`config.mk`:
```
export PLATFORM = sky130hd
export DESIGN_NAME = nes_pad_reader
export DESIGN_NICKNAME = d
export VERILOG_FILES = /design/src/rtl/nes_pad_reader.sv
export SDC_FILE = /design/constraint.sdc
export NUM_CORES = 1
export LEC_CHECK = 0
export CORE_ASPECT_RATIO = 0.75
export CORE_MARGIN = 2
export CORE_UTILIZATION = 45
export CTS_CLUSTER_DIAMETER = 80
export DETAILED_ROUTE_END_ITERATION = 10
export PLACE_DENSITY = 0.72
export SLEW_MARGIN = 15
export SYNTH_ARGS = -nofsm -noshare
export SYNTH_HDL_FRONTEND = slang
export SYNTH_SLANG_ARGS = --single-unit
```
`constraint.sdc`:
```
create_clock -name PCLK -period 3.08 [get_ports PCLK]
set_clock_uncertainty 0.15 [all_clocks]
set_input_delay 0.308 -clock PCLK [delete_from_list [all_inputs] [get_ports PCLK]]
set_output_delay 0.308 -clock PCLK [all_outputs]
set_load 0.01 [all_outputs]
```
`src/rtl/nes_pad_reader.sv`:
```
// NES-style gamepad serial reader: generates latch/clock pulses, shifts in 8 active-low
// button bits per frame and publishes the button byte plus pressed/released edge masks.
// Optional event FIFO enabled by defining NES_EVENT_FIFO_EN.
module nes_pad_reader #(
  parameter int CLK_DIV    = 150,
  parameter int POLL_GAP   = 16,
  parameter int FIFO_DEPTH = 4
) (
  input  logic        PCLK,
  input  logic        PRESERN,
  input  logic        poll_en,
  input  logic        pad_data,
  output logic        pad_latch,
  output logic        pad_clock,
  output logic [7:0]  buttons,
  output logic        frame_valid,
  output logic [7:0]  pressed,
  output logic [7:0]  released,
  input  logic        evt_rd,
  output logic [15:0] evt_dout,
  output logic        evt_empty,
  output logic        evt_ovf,
  input  logic        evt_ovf_clr
);

  localparam int DIV_W = $clog2(CLK_DIV);
  localparam int GAP_W = (POLL_GAP > 1) ? $clog2(POLL_GAP) : 1;

  typedef enum logic [2:0] {
    ST_IDLE,
    ST_LATCH,
    ST_SAMPLE,
    ST_CLK,
    ST_DONE,
    ST_GAP
  } state_t;

  state_t             state_reg, state_next;
  logic [DIV_W-1:0]   div_reg;
  logic               tick;
  logic [7:0]         shift_reg, shift_next;
  logic [2:0]         bit_cnt_reg, bit_cnt_next;
  logic [GAP_W-1:0]   gap_cnt_reg, gap_cnt_next;
  logic               pad_latch_reg, pad_clock_reg;
  logic [7:0]         buttons_reg;
  logic               frame_valid_reg;
  logic [7:0]         pressed_reg, released_reg;
  logic               done;
  logic [7:0]         pressed_new, released_new;

  assign tick = (div_reg == DIV_W'(CLK_DIV - 1));

  always_ff @(posedge PCLK or negedge PRESERN) begin
    if (!PRESERN) begin
      div_reg <= '0;
    end else if (tick) begin
      div_reg <= '0;
    end else begin
      div_reg <= div_reg + DIV_W'(1);
    end
  end

  always_ff @(posedge PCLK or negedge PRESERN) begin
    if (!PRESERN) begin
      state_reg   <= ST_IDLE;
      shift_reg   <= '0;
      bit_cnt_reg <= '0;
      gap_cnt_reg <= '0;
    end else begin
      state_reg   <= state_next;
      shift_reg   <= shift_next;
      bit_cnt_reg <= bit_cnt_next;
      gap_cnt_reg <= gap_cnt_next;
    end
  end

  always_comb begin
    state_next   = state_reg;
    shift_next   = shift_reg;
    bit_cnt_next = bit_cnt_reg;
    gap_cnt_next = gap_cnt_reg;
    case (state_reg)
      ST_IDLE: begin
        if (tick && poll_en) begin
          state_next = ST_LATCH;
        end
      end
      ST_LATCH: begin
        if (tick) begin
          state_next   = ST_SAMPLE;
          bit_cnt_next = '0;
        end
      end
      ST_SAMPLE: begin
        // Pad drives active-low data; store it active-high, first bit ends up in [7]
        if (tick) begin
          shift_next   = {shift_reg[6:0], ~pad_data};
          bit_cnt_next = bit_cnt_reg + 3'd1;
          state_next   = (bit_cnt_reg == 3'd7) ? ST_DONE : ST_CLK;
        end
      end
      ST_CLK: begin
        if (tick) begin
          state_next = ST_SAMPLE;
        end
      end
      ST_DONE: begin
        gap_cnt_next = '0;
        state_next   = (POLL_GAP > 0) ? ST_GAP : ST_IDLE;
      end
      ST_GAP: begin
        if (tick) begin
          if (int'(gap_cnt_reg) >= POLL_GAP - 1) begin
            state_next = ST_IDLE;
          end else begin
            gap_cnt_next = gap_cnt_reg + GAP_W'(1);
          end
        end
      end
      default: begin
        state_next = ST_IDLE;
      end
    endcase
  end

  // Pins are decoded from the next state so they toggle exactly with the state register
  always_ff @(posedge PCLK or negedge PRESERN) begin
    if (!PRESERN) begin
      pad_latch_reg <= 1'b0;
      pad_clock_reg <= 1'b0;
    end else begin
      pad_latch_reg <= (state_next == ST_LATCH);
      pad_clock_reg <= (state_next == ST_CLK);
    end
  end

  assign done         = (state_reg == ST_DONE);
  assign pressed_new  = shift_reg & ~buttons_reg;
  assign released_new = ~shift_reg & buttons_reg;

  always_ff @(posedge PCLK or negedge PRESERN) begin
    if (!PRESERN) begin
      buttons_reg     <= '0;
      frame_valid_reg <= 1'b0;
      pressed_reg     <= '0;
      released_reg    <= '0;
    end else begin
      frame_valid_reg <= done;
      pressed_reg     <= done ? pressed_new : 8'h00;
      released_reg    <= done ? released_new : 8'h00;
      if (done) begin
        buttons_reg <= shift_reg;
      end
    end
  end

  assign pad_latch   = pad_latch_reg;
  assign pad_clock   = pad_clock_reg;
  assign buttons     = buttons_reg;
  assign frame_valid = frame_valid_reg;
  assign pressed     = pressed_reg;
  assign released    = released_reg;

`ifdef NES_EVENT_FIFO_EN
  localparam int AW = $clog2(FIFO_DEPTH);

  logic [15:0]  fifo_mem [FIFO_DEPTH];
  logic [AW-1:0] wr_ptr_reg, rd_ptr_reg;
  logic [AW:0]   count_reg;
  logic          ovf_reg;
  logic          fifo_full, fifo_empty;
  logic          push_req, push, pop, drop;

  assign fifo_full  = (count_reg == (AW + 1)'(FIFO_DEPTH));
  assign fifo_empty = (count_reg == '0);
  assign push_req   = done && ({pressed_new, released_new} != 16'h0000);
  assign pop        = evt_rd && !fifo_empty;
  // A pop in the same cycle frees the slot, so a full FIFO still accepts the push
  assign push       = push_req && (!fifo_full || pop);
  assign drop       = push_req && fifo_full && !pop;

  always_ff @(posedge PCLK) begin
    if (push) begin
      fifo_mem[wr_ptr_reg] <= {pressed_new, released_new};
    end
  end

  always_ff @(posedge PCLK or negedge PRESERN) begin
    if (!PRESERN) begin
      wr_ptr_reg <= '0;
      rd_ptr_reg <= '0;
      count_reg  <= '0;
      ovf_reg    <= 1'b0;
    end else begin
      if (push) begin
        wr_ptr_reg <= wr_ptr_reg + AW'(1);
      end
      if (pop) begin
        rd_ptr_reg <= rd_ptr_reg + AW'(1);
      end
      case ({push, pop})
        2'b10:   count_reg <= count_reg + (AW + 1)'(1);
        2'b01:   count_reg <= count_reg - (AW + 1)'(1);
        default: count_reg <= count_reg;
      endcase
      if (drop) begin
        ovf_reg <= 1'b1;
      end else if (evt_ovf_clr) begin
        ovf_reg <= 1'b0;
      end
    end
  end

  assign evt_dout  = fifo_empty ? 16'h0000 : fifo_mem[rd_ptr_reg];
  assign evt_empty = fifo_empty;
  assign evt_ovf   = ovf_reg;
`else
  logic unused_fifo_inputs;

  assign unused_fifo_inputs = ^{evt_rd, evt_ovf_clr, 1'(FIFO_DEPTH)};
  assign evt_dout  = 16'h0000;
  assign evt_empty = 1'b1;
  assign evt_ovf   = 1'b0;
`endif

endmodule
```
# == Word level (Yosys, flattened, before mapping) ==
# Index checks and enable logic that the tools add are counted.
# op_classes
add_sub_neg,3
multipliers,0
div_mod_pow,0
magnitude_cmp,1
eq_ne,13
shift,0
muxes,16
bitwise_logic,5
n_reduce_logical,8
# ops
op,n
3-bit two-way mux,8
8-bit two-way mux,3
8-bit bitwise AND,2
8-bit NOT,2
3-bit case mux with 5 select lines,1
3-bit by 2-bit equality test with 1-bit output (second input constant),3
3-bit equality test (second input constant),3
8-bit by 1-bit adder with 8-bit output (second input constant),1
8-bit equality test (second input constant),1
4-bit two-way mux,2
2-bit != test (second input constant),4
4-bit case mux with 2 select lines,1
3-bit by 1-bit equality test with 1-bit output (second input constant),2
3-bit case mux with 2 select lines,1
3-bit AND reduction,2
4-bit by 1-bit adder with 4-bit output (second input constant),1
4-bit greater-or-equal comparator (second input constant),1
2-bit nonzero test,2
3-bit by 1-bit adder with 3-bit output (second input constant),1
3-bit zero test,1
2-bit AND reduction,1
2-bit OR reduction,1
1-bit logical AND,1
1-bit NOT,1
# word_totals
ff_bits,53
latch_bits,0
mem_bits_rw,0
mem_bits_ro,0
input_bits,6
word_cells,57
n_memories,0

# == Longest topological paths before layout ==
# logic_depth
depth_word,5
mapped_depth,7

# == Least setup slack after synthesis ==
# Ideal clock, no wire load.
# synth_timing
path_type,reg-to-reg
start,reg div_reg[1]
end,reg bit_cnt_reg[0]
setup_ps,124
arrival_time_ps,1556
t_required_ps,2806
setup_slack_ps,1251
stages_incl_launch_ff,7
synth_period_minus_slack_ps,1829
cell_sequence,dfrtp_1 > inv_1 > ha_1 > and4bb_4 > nand2_4 > or3_4 > a211o_1
# synth_between
elab_chain_len,3
word_cells_on_any_way,4
# synth_rtl
item,line,text
start: declaration,39,logic [DIV_W-1:0] div_reg;
start signal: assignment,59,div_reg <= div_reg + DIV_W'(1);
8-bit equality test (*),51,assign tick = (div_reg == DIV_W'(CLK_DIV - 1));
2-bit != test (no line),-,
3-bit AND reduction (no line) (*),-,
end signal: assignment,72,bit_cnt_reg <= bit_cnt_next;
end: declaration,42,"logic [2:0] bit_cnt_reg, bit_cnt_next;"
# Mark *: on every way between the ends. The rest lies on a longest branch, timed or not.
# A chain may end at the register's enable or synchronous reset.

# == Worst setup path after layout ==
# layout_timing
start,reg state_reg[2]
end,"reg released_reg[2], in the netlist released[2]"
# layout_between
elab_chain_len,2
# layout_rtl
item,line,text
start: declaration,38,"state_t state_reg, state_next;"
start signal: assignment,70,state_reg <= state_next;
3-bit equality test,137,assign done = (state_reg == ST_DONE);
8-bit two-way mux,150,released_reg <= done ? released_new : 8'h00;
end signal: assignment,150,
end: declaration,47,"logic [7:0] pressed_reg, released_reg;"
# Every way passes these cells.

==> summary by stage <==
Status
The run finished with clean final reports.

Global routing
The overall routing resource usage is 15.9%. The first global-routing pass estimated 7090 um of wire. The via count of the first global-routing pass is 1,456.

The initial antenna violation count came to 0. The global route total overflow is 0. Entering global routing, the biggest net connects 34 pins.

Clocking
TritonCTS built the clock tree. The hold-fix buffer count after cts is 1. The post-CTS resize count is 0.

The largest buffer count on any clock path is 2. Clock latency on the worst-skew pair, taken at its later pin, is 0.30 ns. The CTS root buffer is sky130_fd_sc_hd__clkbuf_8.

The H-tree was split into 2 levels. The number of buffers created by CTS is 5. The total number of clock tree sinks is 53. The register clock-pin slew on the reported worst setup and hold paths is 0.09 ns.

Post-CTS timing repair inserted 0 buffers for setup.

Pwr
Net switching is 22.2% of the power. Per report_power, the sequential group accounts for 62.8% of the total. The share of total power dissipated in combinational logic is 2.6%. Cell internal power was estimated by the tool at 860 uW. The share of total power dissipated in the clock network is 34.5%.

Power spread over the standard cell area amounts to 399 nW/um^2. The switching power of the nets is 246 uW. The worst-case IR drop observed on VDD is 0.177 mV. The total power is 1.11 mW. The total leakage power is 1.29 nW.

Floorplan
The floorplan has 22 rows. The die is 88.1 um wide. The floorplan step defined a core boundary enclosing 5010 um^2. The height of the die is 67.1 um. The floorplan step defined a die boundary enclosing 5910 um^2. 51 I/O pins were placed. For this configuration, the core starts out at a cell density of 47.7%.

Setup path
The worst setup path startpoint is state_reg[2]. The critical path in this run is classified as flop to flop. The count of cells along the worst register-to-register path is 4.

The worst endpoint required time is 3.15 ns. The origin of the critical flop-to-flop path is state_reg[2]. The flop-to-flop setup slack is 0.92 ns. The maximum fanout count along the critical path is 14. The endpoint of the most critical register-to-register path is released[2]. STA puts the critical path data arrival time at 2.23 ns. The worst setup path is captured at a flop. The worst setup path is launched from a flop.

Finish
The final cell count without fillers is 320. The area of all placed cells without fillers is 2780 um^2. The commonest non-fill, non-tap cell in the layout is sky130_fd_sc_hd__dfrtp_1. The growth of design area from synthesis to finish is 16.2%.

The top cell types in the final layout, fill and taps aside, are sky130_fd_sc_hd__dfrtp_1, sky130_fd_sc_hd__nand2_1, sky130_fd_sc_hd__clkdlybuf4s50_1, sky130_fd_sc_hd__conb_1, sky130_fd_sc_hd__nor3b_1. Counting the fill cells in the layout gives 454. The share of final-layout standard cells stronger than drive strength 1 is 8.87%. After the last flow step, the layout net total stands at 258.

0 antenna diodes ended up in the layout.

Routing
The total iterations of the first detailed-routing run is 4. Wires add up to 4100 um. The number of remaining DRC errors is 0. The total vias in the final route is 1,590.

In the routed layout, each cell is associated on average with a via count of 4.97. The number of nets still failing antenna checks after routing is 0. The count of routing violations after the opening detailed-route iteration is 74.

After detailed routing, the average wire length per cell comes to 12.8 um.

Flow run
The total of max-cap violations is 0.

STA
The final hold violation count is 0. Setup repair after global routing left no endpoint under its margin. Hold is met by 0.335 ns. Derived from the worst setup path, the maximum achievable clock frequency is 0.463 GHz. The worst pin sits at a relative slew slack of 63.3%. For the pin with the worst max-slew slack, the measured transition is 0.550 ns.

The total count of max-transition violations in the final report was 0. After routing, the total negative slack on setup checks comes to 0 ns. The share of the clock period used by the worst path after layout is 70.1%.

Setup violations remaining at the end of the flow were counted as 0. The minimum period implied by the final worst setup slack is 2.16 ns.

Placement
The number of port buffers is 30. Summed over all nets, the half-perimeter wirelength after detailed placement is 2810 um. Routability-driven placement finished with a final weighted congestion of 0.761. In this run the cell area measured after placement is 2680 um^2. The placed cell count is 311.

Synthesis
The number of enable-type register cells in the synthesized netlist is 0. In the synthesized netlist, the number of instances is 218. Of all flip-flops after synthesis, the portion carrying an async set or reset was 100%. The sequential area share after synthesis is 55.5%.

The number of distinct library cells after synthesis is 43. The post-synthesis register bit count is 53. The primary flip-flop cell chosen by synthesis mapping is sky130_fd_sc_hd__dfrtp_1. Of all cell types, the one taking the most synthesized area is sky130_fd_sc_hd__dfrtp_1.

A synthesized cell averages 11.0 um^2. By area the synthesized netlist is led by sky130_fd_sc_hd__dfrtp_1, sky130_fd_sc_hd__buf_4, sky130_fd_sc_hd__nand2_1, sky130_fd_sc_hd__nor3b_1, sky130_fd_sc_hd__mux2_2. The synthesis warning total is 0. The post-synthesis cell area is 2390 um^2.

In this run the biggest area consumer among cell types represents 55.5% of the synthesized area.

Min path
The worst min-delay path category is input pin to asynchronous set/reset pin.
## logic make-up after synthesis
kind of cell    after synthesis  share of synthesized area [%]
fa+ha+maj                     5                           2.62
compound gates               23                           6.81
other cells                   2                          0.314
xor+xnor                      6                           2.20
mux                           8                           3.72
flops                        53                           55.5
simple gates                 89                           20.8
buf+inv                      32                           7.96
## worst max path at each step
stage	to	slack, ns	depth (start not counted)
floorplan	bit_cnt_reg[0]	1.25	6
global placement	buttons[0]	1.03	5
detailed placement	buttons[4]	0.98	5
CTS	released[2]	0.93	4
global route	buttons[0]	0.70	5
finish	released[2]	0.92	4
## worst max-delay path, stage by stage, from the launching register on
cell and delay [ns]:
sky130_fd_sc_hd__dfrtp_1 0.57, sky130_fd_sc_hd__nor2b_1 0.44, sky130_fd_sc_hd__nand2b_1 0.40, sky130_fd_sc_hd__buf_4 0.32, sky130_fd_sc_hd__nor3b_1 0.20
## metrics by stage
step,util (%),setup slack (ns)
finish,55.4,0.920
global route,55.4,0.700
CTS,55.4,0.931
detailed placement,53.4,0.976
global placement,53.4,1.03
floorplan,-,1.25
## synth_stat cells, types with 2 or more instances
| library cell | n |
|---|---|
| sky130_fd_sc_hd__a21oi_1 | 3 |
| sky130_fd_sc_hd__mux2_2 | 7 |
| sky130_fd_sc_hd__a31oi_1 | 2 |
| sky130_fd_sc_hd__or3_1 | 2 |
| sky130_fd_sc_hd__nand4_1 | 2 |
| sky130_fd_sc_hd__buf_4 | 18 |
| sky130_fd_sc_hd__nor2_1 | 8 |
| sky130_fd_sc_hd__ha_1 | 5 |
| sky130_fd_sc_hd__and3_1 | 5 |
| sky130_fd_sc_hd__nor3b_1 | 16 |
| sky130_fd_sc_hd__nand2b_1 | 5 |
| sky130_fd_sc_hd__o21ai_0 | 4 |
| sky130_fd_sc_hd__buf_2 | 2 |
| sky130_fd_sc_hd__xor2_1 | 2 |
| sky130_fd_sc_hd__clkbuf_1 | 6 |
| sky130_fd_sc_hd__and2_1 | 3 |
| sky130_fd_sc_hd__nand3_1 | 4 |
| sky130_fd_sc_hd__nand2_1 | 35 |
| sky130_fd_sc_hd__conb_1 | 2 |
| sky130_fd_sc_hd__xnor2_1 | 4 |
| sky130_fd_sc_hd__inv_1 | 4 |
| sky130_fd_sc_hd__a211o_1 | 2 |
| sky130_fd_sc_hd__dfrtp_1 | 53 |
| sky130_fd_sc_hd__o211ai_1 | 5 |
## power by group through the flow
stage          clock [mW]  combinational [mW]  sequential, mW
2_1_floorplan           0              0.0270           0.709
3_3_place_gp            0              0.0286           0.709
3_5_place_dp            0              0.0287           0.709
4_1_cts             0.400              0.0297           0.695
5_1_grt             0.428              0.0330           0.695
6_report            0.382              0.0288           0.695
## area by class of cell
class	instances	area (um^2)	area share, %
Multi-Input combinational cell	149	932	33.6
Clock inverter	2	15.0	0.541
Tap cell	72	90.1	3.25
Timing Repair Buffer	33	320	11.5
Sequential cell	53	1330	47.8
Clock buffer	6	72.6	2.61
Inverter	5	18.8	0.676
## metal layers
metal | GRT usage (%) | share of wire [%] | vias up
li1 | - | - | 766
met1 | 22.0 | 48 | 785
met2 | 23.5 | 47 | 37
met4 | 5.30 | 0.85 | 0
met5 | 0 | 0 | -
met3 | 5.20 | 3.8 | 2
(Power assumes the default switching activity.)
